--- config.mk ---
export PLATFORM = sky130hd
export DESIGN_NAME = mdu_sequencer
export DESIGN_NICKNAME = d
export VERILOG_FILES = /design/src/rtl/mdu_pkg.sv /design/src/rtl/mdu_result_fix.sv /design/src/rtl/mdu_sequencer.sv
export SDC_FILE = /design/constraint.sdc
export NUM_CORES = 1
export LEC_CHECK = 0
export ABC_AREA = 1
export CAP_MARGIN = 20
export CORE_UTILIZATION = 45
export CTS_BUF_LIST = sky130_fd_sc_hd__clkbuf_4 sky130_fd_sc_hd__clkbuf_8
export CTS_CLUSTER_DIAMETER = 50
export DETAILED_ROUTE_END_ITERATION = 8
export HOLD_SLACK_MARGIN = 0.12
export PLACE_DENSITY = 0.77
export SLEW_MARGIN = 20
export SYNTH_ARGS = -nofsm -noshare
export SYNTH_HDL_FRONTEND = slang
export SYNTH_SLANG_ARGS = --single-unit
--- constraint.sdc ---
create_clock -name Clk -period 2.2 [get_ports Clk]
set_input_delay 0.55 -clock Clk [delete_from_list [all_inputs] [get_ports Clk]]
set_output_delay 0.55 -clock Clk [all_outputs]
set_load 0.02 [all_outputs]
--- src/rtl/mdu_pkg.sv ---
`default_nettype none
// +--------------------------------------------------------------------------+
// | Module      : mdu_pkg                                                    |
// | Description : Shared types and constants for the RV32M multiply/divide   |
// |               sequencer: funct3 op encoding, sequencer states, widths.   |
// | Revision    : 1.0 - initial release                                      |
// +--------------------------------------------------------------------------+
package mdu_pkg;

  localparam int          XLEN      = 32;
  localparam int          DPW       = 33;
  localparam logic [31:0] DIV_OVF_Q = 32'h8000_0000;

  typedef enum logic [2:0] {
    OP_MUL    = 3'd0,
    OP_MULH   = 3'd1,
    OP_MULHSU = 3'd2,
    OP_MULHU  = 3'd3,
    OP_DIV    = 3'd4,
    OP_DIVU   = 3'd5,
    OP_REM    = 3'd6,
    OP_REMU   = 3'd7
  } mdu_op_e;

  typedef enum logic [2:0] {
    S_IDLE  = 3'd0,
    S_PREP  = 3'd1,
    S_START = 3'd2,
    S_WAIT  = 3'd3,
    S_FIX   = 3'd4,
    S_RESP  = 3'd5,
    S_DRAIN = 3'd6
  } mdu_state_e;

  // funct3[2] set selects the divide family.
  function automatic logic is_div_op(input mdu_op_e op);
    return op[2];
  endfunction

  function automatic logic is_signed_div(input mdu_op_e op);
    return (op == OP_DIV) || (op == OP_REM);
  endfunction

  // Quotient-producing ops (DIV/DIVU) as opposed to remainder ops.
  function automatic logic is_quot_op(input mdu_op_e op);
    return (op == OP_DIV) || (op == OP_DIVU);
  endfunction

endpackage
`default_nettype wire

--- src/rtl/mdu_result_fix.sv ---
`default_nettype none
// +--------------------------------------------------------------------------+
// | Module      : mdu_result_fix                                             |
// | Description : Combinational result selection from the datapath outputs   |
// |               and quotient/remainder sign correction.                    |
// | Ports       : op      - latched funct3                                   |
// |               aval    - datapath high half / remainder                   |
// |               bval    - datapath low half / quotient                     |
// |               neg_q   - negate quotient                                  |
// |               neg_r   - negate remainder                                 |
// |               result  - 32-bit architectural result                      |
// | Revision    : 1.0 - initial release                                      |
// +--------------------------------------------------------------------------+
module mdu_result_fix
  import mdu_pkg::*;
(
  input  logic [2:0]      op,
  input  logic [DPW-1:0]  aval,
  input  logic [DPW-1:0]  bval,
  input  logic            neg_q,
  input  logic            neg_r,
  output logic [XLEN-1:0] result
);

  // Product bit 65 and remainder bit 32 never reach a 32-bit result.
  logic w_unused;
  assign w_unused = aval[DPW-1];

  always_comb begin
    result = '0;
    case (op)
      OP_MUL:                       result = bval[XLEN-1:0];
      // Product bits [63:32] straddle the two 33-bit halves.
      OP_MULH, OP_MULHSU, OP_MULHU: result = {aval[XLEN-2:0], bval[XLEN]};
      OP_DIV, OP_DIVU:              result = neg_q ? -bval[XLEN-1:0] : bval[XLEN-1:0];
      OP_REM, OP_REMU:              result = neg_r ? -aval[XLEN-1:0] : aval[XLEN-1:0];
      default:                      result = '0;
    endcase
  end

endmodule
`default_nettype wire

--- src/rtl/mdu_sequencer.sv ---
`default_nettype none
// +--------------------------------------------------------------------------+
// | Module      : mdu_sequencer                                              |
// | Description : Sequencer for the shared 33-bit multiply/divide datapath.  |
// |               Decodes RV32M funct3, conditions operands, runs the        |
// |               datapath, fixes result signs, and short-circuits           |
// |               divide-by-zero and signed overflow.                        |
// | Ports       : Clk, Reset_n (async, active low)                           |
// |               req_valid/req_ready, funct3, rs1, rs2 - request            |
// |               kill - abort in-flight op                                  |
// |               resp_valid/resp_ready, resp_data     - response            |
// |               dp_run, dp_div, dp_opA, dp_opB       - to datapath         |
// |               dp_Aval, dp_Bval, dp_ready           - from datapath       |
// | Config      : MDU_OPCACHE_EN - one-entry result cache                    |
// | Revision    : 1.0 - initial release                                      |
// +--------------------------------------------------------------------------+
module mdu_sequencer
  import mdu_pkg::*;
(
  input  logic            Clk,
  input  logic            Reset_n,
  input  logic            req_valid,
  output logic            req_ready,
  input  logic [2:0]      funct3,
  input  logic [XLEN-1:0] rs1,
  input  logic [XLEN-1:0] rs2,
  input  logic            kill,
  output logic            resp_valid,
  input  logic            resp_ready,
  output logic [XLEN-1:0] resp_data,
  output logic            dp_run,
  output logic            dp_div,
  output logic [DPW-1:0]  dp_opA,
  output logic [DPW-1:0]  dp_opB,
  input  logic [DPW-1:0]  dp_Aval,
  input  logic [DPW-1:0]  dp_Bval,
  input  logic            dp_ready
);

  mdu_state_e      r_state, w_state_nxt;
  mdu_op_e         r_op, w_req_op;
  logic [XLEN-1:0] r_rs1, r_rs2, r_resp_data;
  logic            r_neg_q, r_neg_r, r_wait_first, r_alive, r_dp_div;
  logic [DPW-1:0]  r_dp_opA, r_dp_opB, w_opA, w_opB;
  logic            w_s1, w_s2, w_accept;
  logic            w_byp_zero, w_byp_ovf, w_bypass, w_cache_hit;
  logic [XLEN-1:0] w_byp_result, w_cache_result, w_fix_result;

  assign w_req_op = mdu_op_e'(funct3);
  assign w_accept = req_valid && req_ready;
  assign w_s1     = rs1[XLEN-1];
  assign w_s2     = rs2[XLEN-1];

  // Operands are conditioned at accept so the datapath sees them stable
  // from PREP onward; signed divide uses magnitudes, and |INT_MIN| fits
  // as an unsigned 33-bit value.
  always_comb begin
    w_opA = {1'b0, rs1};
    w_opB = {1'b0, rs2};
    case (w_req_op)
      OP_MUL, OP_MULH: begin
        w_opA = {w_s1, rs1};
        w_opB = {w_s2, rs2};
      end
      OP_MULHSU: w_opA = {w_s1, rs1};
      OP_DIV, OP_REM: begin
        w_opA = {1'b0, (w_s1 ? -rs1 : rs1)};
        w_opB = {1'b0, (w_s2 ? -rs2 : rs2)};
      end
      default: ;
    endcase
  end

  // Divide-by-zero and INT_MIN/-1 never touch the datapath.
  assign w_byp_zero = is_div_op(r_op) && (r_rs2 == '0);
  assign w_byp_ovf  = is_signed_div(r_op) && (r_rs1 == DIV_OVF_Q) && (r_rs2 == {XLEN{1'b1}});
  assign w_bypass   = w_byp_zero || w_byp_ovf;

  always_comb begin
    w_byp_result = '0;
    if (w_byp_zero)
      w_byp_result = is_quot_op(r_op) ? {XLEN{1'b1}} : r_rs1;
    else if (w_byp_ovf)
      w_byp_result = is_quot_op(r_op) ? DIV_OVF_Q : '0;
  end

  mdu_result_fix u_result_fix (
    .op     (r_op),
    .aval   (dp_Aval),
    .bval   (dp_Bval),
    .neg_q  (r_neg_q),
    .neg_r  (r_neg_r),
    .result (w_fix_result)
  );

`ifdef MDU_OPCACHE_EN
  logic            r_c_valid;
  mdu_op_e         r_c_op;
  logic [XLEN-1:0] r_c_rs1, r_c_rs2, r_c_result;

  always_ff @(posedge Clk or negedge Reset_n) begin
    if (!Reset_n) begin
      r_c_valid  <= 1'b0;
      r_c_op     <= OP_MUL;
      r_c_rs1    <= '0;
      r_c_rs2    <= '0;
      r_c_result <= '0;
    end else if (kill) begin
      r_c_valid  <= 1'b0;
    end else if (r_state == S_FIX) begin
      r_c_valid  <= 1'b1;
      r_c_op     <= r_op;
      r_c_rs1    <= r_rs1;
      r_c_rs2    <= r_rs2;
      r_c_result <= w_fix_result;
    end
  end

  assign w_cache_hit    = r_c_valid && (r_c_op == r_op) && (r_c_rs1 == r_rs1) && (r_c_rs2 == r_rs2);
  assign w_cache_result = r_c_result;
`else
  assign w_cache_hit    = 1'b0;
  assign w_cache_result = '0;
`endif

  always_ff @(posedge Clk or negedge Reset_n) begin
    if (!Reset_n) r_state <= S_IDLE;
    else          r_state <= w_state_nxt;
  end

  always_comb begin
    w_state_nxt = r_state;
    case (r_state)
      S_IDLE:  if (w_accept) w_state_nxt = S_PREP;
      S_PREP: begin
        if (kill)                         w_state_nxt = S_IDLE;
        else if (w_bypass || w_cache_hit) w_state_nxt = S_RESP;
        else                              w_state_nxt = S_START;
      end
      S_START: w_state_nxt = kill ? S_IDLE : S_WAIT;
      // A killed op still owns the datapath until it reports done.
      S_WAIT: begin
        if (kill)                            w_state_nxt = S_DRAIN;
        else if (!r_wait_first && dp_ready)  w_state_nxt = S_FIX;
      end
      S_FIX:   w_state_nxt = kill ? S_IDLE : S_RESP;
      S_RESP:  if (kill || resp_ready) w_state_nxt = S_IDLE;
      S_DRAIN: if (dp_ready) w_state_nxt = S_IDLE;
      default: w_state_nxt = S_IDLE;
    endcase
  end

  always_ff @(posedge Clk or negedge Reset_n) begin
    if (!Reset_n) begin
      r_op         <= OP_MUL;
      r_rs1        <= '0;
      r_rs2        <= '0;
      r_neg_q      <= 1'b0;
      r_neg_r      <= 1'b0;
      r_dp_div     <= 1'b0;
      r_dp_opA     <= '0;
      r_dp_opB     <= '0;
      r_wait_first <= 1'b0;
      r_resp_data  <= '0;
      r_alive      <= 1'b0;
    end else begin
      // Keeps req_ready low while reset is held even if the datapath is idle.
      r_alive      <= 1'b1;
      // dp_ready may still show the previous idle state in the first WAIT cycle.
      r_wait_first <= (r_state == S_START);
      if (w_accept) begin
        r_op     <= w_req_op;
        r_rs1    <= rs1;
        r_rs2    <= rs2;
        r_dp_opA <= w_opA;
        r_dp_opB <= w_opB;
        r_dp_div <= is_div_op(w_req_op);
        r_neg_q  <= is_signed_div(w_req_op) && (w_s1 ^ w_s2);
        r_neg_r  <= is_signed_div(w_req_op) && w_s1;
      end
      if (r_state == S_PREP && w_bypass)
        r_resp_data <= w_byp_result;
      else if (r_state == S_PREP && w_cache_hit)
        r_resp_data <= w_cache_result;
      else if (r_state == S_FIX)
        r_resp_data <= w_fix_result;
    end
  end

  assign req_ready  = r_alive && (r_state == S_IDLE) && dp_ready;
  assign resp_valid = (r_state == S_RESP);
  assign resp_data  = r_resp_data;
  assign dp_run     = (r_state == S_START);
  assign dp_div     = r_dp_div;
  assign dp_opA     = r_dp_opA;
  assign dp_opB     = r_dp_opB;

endmodule
`default_nettype wire

# [Word-level counts from Yosys, hierarchy flattened]
# Index checks and enable logic that the tools add are counted.
[op_classes] addsub=4 bitwise_logic=1 n_reduce_logical=28 n_eq_ne=23 mux=23
[ops] cell="$mux 32" n=10
[ops] cell="$pmux 33 s2" n=2
[ops] cell="$neg 32->32" n=4
[ops] cell="$pmux 32 s4" n=1
[ops] cell="$eq 32x32->1 const B" n=2
[ops] cell="$logic_not 32->1" n=1
[ops] cell="$eq 3x3->1 const B" n=9
[ops] cell="$mux 3" n=8
[ops] cell="$pmux 3 s7" n=1
[ops] cell="$eq 3x2->1 const B" n=5
[ops] cell="$logic_and 1x1->1" n=10
[ops] cell="$eq 3x1->1 const B" n=3
[ops] cell="$logic_not 3->1" n=3
[ops] cell="$reduce_or 2->1" n=4
[ops] cell="$reduce_or 3->1" n=2
[ops] cell="$logic_or 1x1->1" n=5
[ops] cell="$ne 2x2->1 const B" n=2
[ops] cell="$reduce_and 4->1" n=1
[ops] cell="$ne 3x3->1 const B" n=1
[ops] cell="$mux 2" n=1
[ops] cell="$ne 2x1->1 const B" n=1
[ops] cell="$reduce_bool 2->1" n=1
[ops] cell="$logic_not 1->1" n=1
[ops] cell="$xor 1x1->1" n=1
[totals] regBits=173 wordCells=91

# [Depth between registers and ports, before layout]
[depth] ltp_word=8 depth_mapped=15

# [By module]
# From an unflattened synthesis, not the netlist that was laid out.
[hier_totals] hier_cells=1878 hier_area_um2=12140.4
[by_module_without_submodules] mod="mdu_sequencer" n_inst=1 cells_per_inst=1264 seq_area_each_um2=4304.1 area_each_um2=9354.0
[by_module_without_submodules] mod="mdu_result_fix" n_inst=1 cells_per_inst=614 seq_area_each_um2=0.0 area_each_um2=2786.4

# [Worst setup path before layout]
# No wires, ideal clock.
[synth_path] path_kind="input to register" start="input port rs1[1]" end="register r_dp_opA[30] (netlist: dp_opA[30])" t_arrival_ns=1.842 setup_slack_ns=0.233 path_buffers=0 cell_stages=15 cell_sequence="inv_1 -> ha_1 -> nand4_1 -> nor2_1 -> nand2_1 -> nor2_1 -> nand2_1 -> nand2_1 -> nand2_1 -> inv_1 -> nand2_1 -> inv_1 -> nand2_1 -> nand2_1 -> nand3_1"
[synth_via] elab_chain_cells=3
[synth_lines] element="start: declaration" line="mdu_sequencer.sv:25" rtl="input logic [XLEN-1:0] rs1,"
[synth_lines] element="$neg 32->32" line="mdu_sequencer.sv:67" rtl="w_opA = {1'b0, (w_s1 ? -rs1 : rs1)};"
[synth_lines] element="$mux 32" line="mdu_sequencer.sv:67"
[synth_lines] element="$pmux 33 s2" line="mdu_sequencer.sv:60" rtl="case (w_req_op)"
[synth_lines] element="end signal: assignment" line="mdu_sequencer.sv:175" rtl="r_dp_opA <= w_opA;"
[synth_lines] element="end: declaration" line="mdu_sequencer.sv:44" rtl="logic [DPW-1:0] r_dp_opA, r_dp_opB, w_opA, w_opB;"
# Every way passes these cells.
# A chain may end at the register's enable or synchronous reset.

# [Worst setup path after layout]
[layout_path] start="register r_resp_data[6] (netlist: resp_data[6])" end="output port resp_data[6]"
[layout_rtl] element="start: declaration" line="mdu_sequencer.sv:42" rtl="logic [XLEN-1:0] r_rs1, r_rs2, r_resp_data;"
[layout_rtl] element="start signal: assignment" line="mdu_sequencer.sv:182" rtl="r_resp_data <= w_byp_result;"
[layout_rtl] element="start signal: assignment" line="mdu_sequencer.sv:184" rtl="r_resp_data <= w_cache_result;"
[layout_rtl] element="start signal: assignment" line="mdu_sequencer.sv:186" rtl="r_resp_data <= w_fix_result;"
[layout_rtl] element="end: declaration" line="mdu_sequencer.sv:30" rtl="output logic [XLEN-1:0] resp_data,"
# No word-level cell between the ends.

==> summary.md <==
| Metric | Value |
|---|---|
| Syn Std Cell Area | `0.0117 sq mm` |
| Minimum clock period | `2.12 ns` |
| Synth Instances | `1,795` |
| Synth Area per Inst | `6.52 sq um` |
| Worst Setup End Kind | `output port` |
| Final Setup Violations | `0` |
| Crit path to | `resp_data[6]` |
| Most frequent cells in the layout | `423 x nand2_1, 279 x nor2_1, 243 x buf_4` |
| Status | `completed` |
| Largest net degree at the start of global routing | `58` |
| Max-slew violations | `0` |
| Post-synth ARST share | `100%` |
| CTS Root Cell | `clkbuf_8` |
| Final hold slack | `0.486 ns` |
| DRT iter0 DRCs | `1,560` |
| Drt wl/cell | `16.9 um` |
| Post-DP HPWL | `34,700 um` |
| Maximum clock path buffer count | `2` |
| GRT Total Usage | `33.2%` |
| Critical path peak fanout | `2` |
| Chip Height | `163 um` |
| Clock Sinks | `172` |
| Antenna violations before repair | `1` |
| RSZ-0062 raised after global routing | `yes` |
| Die Area | `0.0267 sq mm` |
| Routability cong. | `0.960` |
| P&R area growth vs syn | `43.2%` |
| Initial core utilization | `46.2%` |
| Via density per instance | `5.46` |
| Worst path cell trace | `clkdlybuf4s50_1` |
| Synth Flop Type | `dfrtp_1` |
| Final wirelength | `43,700 um` |
| Detail Route Antenna Nets | `0` |
| Setup crit start kind | `flop` |
| Filler cells | `2,203` |
| CTS tree | `yes` |
| Fin crit share | `96.3%` |
| Post-Syn Nets | `1,938` |
| Power Dens Cells | `1120 mW/mm^2` |
| Warnings from Yosys | `0` |
| Reg2Reg Setup Slack | `0.17 ns` |
| Distinct cells, synth | `49` |
| Share of layout cells above drive strength 1 | `15.7%` |
| Fin. Hold Viols | `0` |
| Yosys top cell area share | `36.8%` |
| Vias in the first global route | `13,300` |
| TritonRoute pass-1 iters | `5` |
| Clock Skews | `0.0157 ns` |
| Worst endpoint required time | `1.65 ns` |
| P_leak | `0.00779 uW` |
| # rows | `58` |
| Commonest non-fill, non-tap cell in the layout | `nand2_1` |
| Worst path max stage delay | `0.65 ns` |
| Critical Path Source | `resp_data[6]$_DFFE_PN0P_` |
| Clock transition at path regs | `0.10 ns` |
| Cell family contributing the most delay on the critical path | `buffers and inverters` |
| Worst r2r dst | `resp_data[1]$_DFFE_PN0P_` |
| Sequential fraction of the synthesis area | `36.8%` |
| Max cap viols | `0` |
| Yosys reg bits | `172` |
| Routed via count | `14,100` |
| Drc violations | `0` |
| Area contributors post-synth | `dfrtp_1 37%, nand2_1 14%, nor2_1 9.4%` |
| Critical path buffers and inverters | `1` |
| Post-synth EDFFs | `0` |
| Worst path depth | `1` |
| Core Area | `0.0253 sq mm` |
| Total global routing overflow | `0` |
| CTS Buf Count | `17` |
| Nets | `2,384` |
| Fin Setup TNS | `0 ns` |
| Setup WS post-layout | `0.0816 ns` |
| R2R Path Start | `r_rs2[9]$_DFFE_PN0P_` |
| Post-place setup slack | `-0.468 ns` |
| Port bufs | `239` |
| Leading area contributor after synthesis | `dfrtp_1` |
| # H-tree levels | `4` |
| First-pass GRT wire length | `69,100 um` |
| Final core utilization | `66.2%` |
| FF-to-FF path depth | `13` |
| Maximum VDD drop | `806 uV` |
| Worst hold-check path type | `reg2reg` |
| F_max | `472 MHz` |
| Die Wd | `163 um` |
| Ports | `241` |
| CP arrival | `1.57 ns` |
| Clk_lat worst skew | `0.47 ns` |
| CP Class | `reg2out` |
| Slowest cell on crit path | `clkdlybuf4s50_1` |
-- Yosys cell counts, types with 3 or more instances --
| master | n |
|---|---|
| nor2_1 | 293 |
| a31oi_1 | 7 |
| nand4_1 | 63 |
| o211ai_1 | 13 |
| or2_2 | 5 |
| nor2_2 | 7 |
| o21bai_1 | 8 |
| o21ai_0 | 172 |
| nand3b_1 | 11 |
| o21ai_1 | 4 |
| nand3_1 | 174 |
| clkbuf_1 | 32 |
| buf_1 | 6 |
| o22ai_1 | 7 |
| xor2_1 | 7 |
| buf_2 | 24 |
| buf_4 | 3 |
| o2111ai_1 | 6 |
| a21oi_2 | 6 |
| inv_1 | 178 |
| clkinv_1 | 3 |
| inv_2 | 4 |
| dfrtp_1 | 172 |
| nor3_1 | 17 |
| o221ai_1 | 3 |
| nand2_1 | 427 |
| nor4_1 | 5 |
| a21oi_1 | 92 |
| a22oi_1 | 7 |
| ha_1 | 4 |
| o31ai_1 | 9 |
-- layer usage --
layer,wire [um],track usage (%),vias to the layer above,share of wire [%]
li1,-,-,6839,-
met1,20400,49.6,6532,47
met2,18800,49.8,699,43
met3,3830,5.26,52,8.8
met4,644,7.73,0,1.5
met5,0,0,-,0
-- metrics by stage --
step / power (uW) / cells / area, sq um
after floorplan: 11500 / 1795 / 11700
after global placement: 16100 / 2549 / 16200
after detailed placement: 16300 / 2549 / 16200
after CTS: 18700 / 2582 / 16600
after global routing: 20200 / 2585 / 16800
final: 18800 / 2585 / 16800
-- cell type report --
class / count / area (sq um) / share of cell area [%]
Antenna cell: 1 / 2.50 / 0.0149
Clock buffer: 18 / 248 / 1.48
Clock inverter: 14 / 158 / 0.941
Inverter: 186 / 702 / 4.19
Multi-Input combinational cell: 1369 / 6490 / 38.7
Sequential cell: 172 / 4310 / 25.7
Tap cell: 330 / 413 / 2.46
Timing Repair Buffer: 495 / 4440 / 26.5
-- sequential cells by signal (all words and copies together), names as in the netlist --
signal / cells
dp_opA: 33
dp_opB: 33
r_rs1: 32
r_rs2: 32
resp_data: 32
r_op: 3
r_state: 3
r_alive: 1
r_neg_q: 1
r_neg_r: 1
r_wait_first: 1
-- where the power goes --
part | internal (uW) | switching (uW)
logic | 4400 | 6180
registers | 4670 | 1260
clock network | 1070 | 1260
-- what timing repair did --
action                                  CTS  global route
resized for setup                         8            44
pin swaps                                 0             6
hold endpoints to repair                 37             0
setup buffers                             0             2
endpoints found under the setup margin    7            45
hold buffers                              1             0
-- how the worst min path moves through the flow --
stage / start / endpoint / slack [ns] / depth (start not counted)
after floorplan: Reset_n / dp_opA[0]$_DFFE_PN0P_ / 0.25 / 0
after global placement: dp_opA[0]$_DFFE_PN0P_ / dp_opA[0]$_DFFE_PN0P_ / 0.46 / 2
after detailed placement: dp_opB[14]$_DFFE_PN0P_ / dp_opB[14]$_DFFE_PN0P_ / 0.47 / 1
after CTS: dp_opB[14]$_DFFE_PN0P_ / dp_opB[14]$_DFFE_PN0P_ / 0.49 / 1
after global routing: dp_opB[14]$_DFFE_PN0P_ / dp_opB[14]$_DFFE_PN0P_ / 0.52 / 1
final: dp_opB[14]$_DFFE_PN0P_ / dp_opB[14]$_DFFE_PN0P_ / 0.49 / 1
-- cells by family after synthesis --
| kind of cell | after synthesis | share of synthesized area, % |
|---|---|---|
| buf+inv | 254 | 8.74 |
| xor+xnor | 9 | 0.673 |
| flops | 172 | 36.8 |
| simple gates | 1014 | 37.1 |
| fa+ha+maj | 4 | 0.428 |
| other cells | 1 | 0.0320 |
| compound gates | 341 | 16.2 |
(Power assumes the default switching activity.)
==> edit 1 (same settings) <==
The 7 states of `mdu_state_e` get a Gray code encoding in 3 bits.
--- a/src/rtl/mdu_pkg.sv
+++ b/src/rtl/mdu_pkg.sv
@@ -24,11 +24,11 @@
 
   typedef enum logic [2:0] {
-    S_IDLE  = 3'd0,
-    S_PREP  = 3'd1,
-    S_START = 3'd2,
-    S_WAIT  = 3'd3,
-    S_FIX   = 3'd4,
-    S_RESP  = 3'd5,
-    S_DRAIN = 3'd6
+    S_IDLE  = 3'b000,
+    S_PREP  = 3'b001,
+    S_START = 3'b011,
+    S_WAIT  = 3'b010,
+    S_FIX   = 3'b110,
+    S_RESP  = 3'b111,
+    S_DRAIN = 3'b101
   } mdu_state_e;
 
Function: same outputs for any inputs over 10 cycles, from zero or initial values and one cycle with Reset_n low; not proved beyond that.
==> edit 1 against the unedited design <==
  * First-iteration DRC count shrank 9.0%
  * Sequential cell count stayed put
  * Clock power rose by 2%
  * Total power fell by 3.2%
  * Sequential power decreased by 2%
  * Clock skew increased by 0.012 ns
  * Fmax decreased by 2.0%
  * Synthesized area down 0.12%
  * Setup slack got worse by 0.043 ns
  * Wire length fell by 1.7%
  * Cell area rose by 0.14%
  * Via count is 2.1% lower
  * Global-route usage is 1.1 points lower
  * Core utilization increased by 0.094 points
  * Critical path type is now reg2reg
  * Largest power group unchanged
  * Highest routed layer unchanged
==> edit 1: results (changes against the unedited design) <==
Routing
  – DR pass1 iterations: 6 (+1)
  – Initial drt markers: 1,420 (-9.0%)
  – Vias per inst: 5.364 (-1.8%)

Critical path
  – Kind of cell with the highest combined delay on the critical path: simple AND/OR/NAND/NOR gates
  – Crit path DAT: 2.54 ns (+0.97 ns)
  – R2R setup slack: 0.04 ns (-0.13 ns)
  – Delay of the slowest critical-path stage: 0.43 ns (-0.22 ns)
  – Max FO, Critical Path: 9 (+7)
  – End of the worst register-to-register path: resp_data[19]$_DFFE_PN0P_
  – Critical Path Sink: resp_data[19]$_DFFE_PN0P_
  – Critical Path Start: r_state[2]$_DFFE_PN0P_

Worst hold path
  – Worst Hold End: dp_opA[0]$_DFFE_PN0P_
  – HP Start: rs1[0]

Finish
  – Number of inserted diodes: 0 (-1)
  – Nets@finish: 2,378 (-0.25%)
  – Area of the multi-input gates: 0.006405 mm2 (-1.3%)
  – Comb_multi_in: 1,347 (-1.6%)
  – Signal buffers: 487 (-1.6%)
  – Filler cell count: 2,258 (+2.5%)
  – Non-filler instance count after layout: 2,578 (-0.27%)
  – Clock buf/inv share: 2.527% (+0.11 points)
  – Signal inverters: 210 (+13%)

Synth
  – Post-synthesis compound-gate area fraction: 14.50% (-1.7 points)
  – Synth area leaders: dfrtp_1 37%, nand2_1 14%, nor2_1 9.9%
  – Synth Instances: 1,799 (+0.22%)
  – Syn_nets: 1,942 (+0.21%)
  – Netlist cell types: 48 (-2.0%)
  – Seq/Total Area, Yosys: 36.81% (+0.043 points)

Placed design
  – Setup WS pre-CTS: -0.4887 ns (-0.02108 ns)
  – Placed cells: 2,539 (-0.39%)
  – Area post-placement: 0.01612 mm2 (-0.62%)

Power
  – Max VDD drop: 0.7120 mV (-12%)
  – Static Leak: 0.008004 uW (+2.8%)

GRT
  – Global-route wire length before repair: 67,260 um (-2.6%)
  – Initial antenna violation count: 0 (-1)

STA
  – Tcrit/Tclk final: 98.25% (+2.0 points)

Outcome
  – Status: completed
[edit 1: cell count changes in the layout (fill, tap and decap cells not counted), sizes merged, moves of 5 or more]
cell | unedited run | this run
a21oi | 98 | 88
buf | 257 | 247
inv | 191 | 217
nand3 | 175 | 198
nand3b | 11 | 3
nand4 | 63 | 43
nor2 | 302 | 318
o2111ai | 6 | 1
o21ai | 176 | 157
[edit 1: what timing repair did]
item,CTS,global route
endpoints found under the hold margin,47,0
resized for setup,12,47
setup endpoints to repair,9,38
setup buffers,0,4
pin swaps,3,11
hold buffers,1,0
gates cloned,0,2
[edit 1: layer usage]
metal / wire length [um] / GRT usage, %
met1: 18760 / 44.07
met2: 20280 / 52.73
met3: 3215 / 5.155
met4: 714 / 7.647
met5: 0 / 0
[edit 1: power breakdown]
group          switching, uW  internal (uW)  total, uW
logic                   5810           4260      10100
clock network           1400            983       2380
registers               1130           4660       5790
==> edit 2 (config.mk and constraints unchanged) <==
Without the edit above. `DIV_OVF_Q`: 32'h8000_0000 -> 32'h60000000.
--- a/src/rtl/mdu_pkg.sv
+++ b/src/rtl/mdu_pkg.sv
@@ -10,5 +10,5 @@
   localparam int          XLEN      = 32;
   localparam int          DPW       = 33;
-  localparam logic [31:0] DIV_OVF_Q = 32'h8000_0000;
+  localparam logic [31:0] DIV_OVF_Q = 32'h60000000;
 
   typedef enum logic [2:0] {
Formal check against the unedited RTL: not equivalent (a bounded check fails within 4 cycles, from zero or initial values and one cycle with Reset_n low).
==> edit 2 against the unedited design <==
  * Combinational power hardly changed
  * Via count is 3.6% higher
  * Total power is 0.18% lower
  * Hold slack better by 0.0074 ns
  * Setup slack better by 0.023 ns
  * Sequential cell count stayed put
  * Synthesized area is 2.1% higher
  * Die area is 2.0% higher
  * Wire length is 1.7% higher
  * Cell area is 2.3% higher
  * Sequential share of layout area is 0.60 points lower
  * Register-to-register slack worse by 0.03 ns
  * Critical path type is now in2reg
==> edit 2: results (changes against the unedited design) <==
Synth
  – Avg Inst Size Synth: 6.472 um2 (-0.76%)
  – Synth Warn #: 0 (unchanged)
  – Netlist cell types: 46 (-6.1%)
  – Top cells by instance count after synthesis: 423 x nand2_1, 321 x nor2_1, 189 x inv_1, 189 x nand3_1, 172 x dfrtp_1
  – Synth area leaders: dfrtp_1 36%, nand2_1 13%, nor2_1 10%
  – Seq/Total Area, Yosys: 36.02% (-0.74 points)
  – Share of the synthesized area in the top cell type: 36.02% (-0.74 points)
  – Syn_nets: 1,989 (+2.6%)

Worst hold path
  – Hold depth: 2 (+1)
  – Worst hold path class: reg2reg
  – HP Start: dp_opB[3]$_DFFE_PN0P_
  – Worst Hold End: dp_opB[3]$_DFFE_PN0P_

Clocking
  – Number of setup buffers added after CTS: 0 (unchanged)
  – Max H-tree Level: 4 (unchanged)
  – Worst-Skew Late Latency: 0.48 ns
  – Hold-fix buffers at CTS: 1 (unchanged)
  – Clk slew on worst S/H paths: 0.10 ns (about the same)
  – Max Buffers Root-to-Sink: 2 (unchanged)
  – CTS Buf Count: 17 (unchanged)
  – CTS root buf: clkbuf_8
  – # resized after CTS: 6 (-2)

Placed design
  – Detail Placement HPWL: 35,430 um (+2.2%)
  – Area post-placement: 0.01671 mm2 (+3.0%)
  – Placed cells: 2,637 (+3.5%)
  – Port Buffers: 239 (unchanged)
  – Placer Congestion: 0.9857 (+2.7%)
  – Setup WS pre-CTS: -0.4745 ns (-0.006816 ns)

GRT
  – Global-route wire length before repair: 70,270 um (+1.7%)
  – GRT Total Usage: 33.28% (+0.096 points)
  – Initial antenna violation count: 0 (-1)
  – Vias in the first global route: 13,670 (+3.1%)
  – Pin count of the biggest net entering global routing: 75 (+29%)

Finish
  – Fraction of layout cells with a size suffix above 1: 16.15% (+0.40 points)
  – Nets@finish: 2,465 (+3.4%)
  – Non-filler instance count after layout: 2,670 (+3.3%)
  – Number of inserted diodes: 0 (-1)

Power
  – Clock power frac: 12.0% (-0.4 points)
  – Combinational Power: 10,600 uW (about the same)
  – Static Leak: 0.008049 uW (+3.3%)
  – P_int: 10,130 uW (-0.11%)
  – Max VDD drop: 0.6875 mV (-15%)

Critical path
  – Delay of the slowest critical-path stage: 0.43 ns (-0.22 ns)
  – Critical Path Sink: dp_opB[31]$_DFFE_PN0P_
  – End of the worst register-to-register path: resp_data[15]$_DFFE_PN0P_
  – Critical Path Start: rs2[0]
  – Crit path DAT: 2.50 ns (+0.93 ns)
  – Kind of cell with the highest combined delay on the critical path: buffers and inverters
  – R2R setup slack: 0.14 ns (-0.03 ns)
  – Slowest CP cell: clkdlybuf4s50_1
  – Max FO, Critical Path: 5 (+3)
  – R2r worst-path depth: 10 (-3)
  – RR Startpoint: r_rs2[2]$_DFFE_PN0P_

STA
  – Final Skew: 0.01644 ns (+0.0007693 ns)
  – Slew headroom: 63.21%
  – Tcrit/Tclk final: 95.24% (-1.1 points)

Routing
  – Vias: 14,620 (+3.6%)
  – Initial drt markers: 1,374 (-12%)
  – Routed len/inst: 16.64 um (-1.6%)
  – DR pass1 iterations: 6 (+1)

Outcome
  – Status: completed
edit 2: changes by cell type after synthesis, sizes merged, moves of 4 or more:
cell / before / now
nand3b: 11 / 4
nor2: 302 / 335
o211ai: 13 / 20
or2: 5 / 10
o21ai: 176 / 163
inv: 183 / 193
nand3: 175 / 190
buf: 36 / 41
a21oi: 98 / 93
nand4: 63 / 58
o21bai: 8 / 14
o22ai: 7 / 11
nor3: 19 / 24
edit 2: cell type report:
type                            count  area, um2
Sequential cell                   172       4304
Tap cell                          335      419.2
Inverter                          195      732.0
Clock buffer                       18      247.7
Clock inverter                     14      147.6
Timing Repair Buffer              528       4695
Fill cell                        2294       8907
Multi-Input combinational cell   1408       6606
edit 2: metrics by stage:
step | util, % | power [uW] | hold slack (ns)
after CTS | 65.67 | 18700 | 0.4969
final | 65.82 | 18810 | 0.4932
after floorplan | - | 11420 | 0.2544
after global routing | 65.82 | 20110 | 0.5263
after detailed placement | 64.12 | 16370 | 0.4665
after global placement | 64.12 | 16150 | 0.4667
edit 2: kinds of logic after synthesis:
family                   count (synthesis)  share of synthesized area [%]
AO/OA/AOI/OAI                          340                          15.92
other                                    1                        0.03139
XOR/XNOR                                 9                         0.6598
buffers and inverters                  266                          9.121
flip-flops                             172                          36.02
adder cells (fa/ha/maj)                  4                         0.4189
AND/OR/NAND/NOR                       1054                          37.83
edit 2: routing by layer:
metal / vias to the layer above / wire length, um / global-route usage, %
met5: - / 0 / 0
met4: 0 / 972 / 9.591
met3: 63 / 3860 / 3.742
met2: 742 / 19520 / 52.04
met1: 6743 / 20090 / 48.29
li1: 7076 / - / -
edit 2: tightest hold or removal path: cells and delay by family (launching register included):
kind	cells	cell delay [ns]
DFF	1	0.35
AOI/OAI and AO/OA	1	0.06
and+or+nand+nor	1	0.05
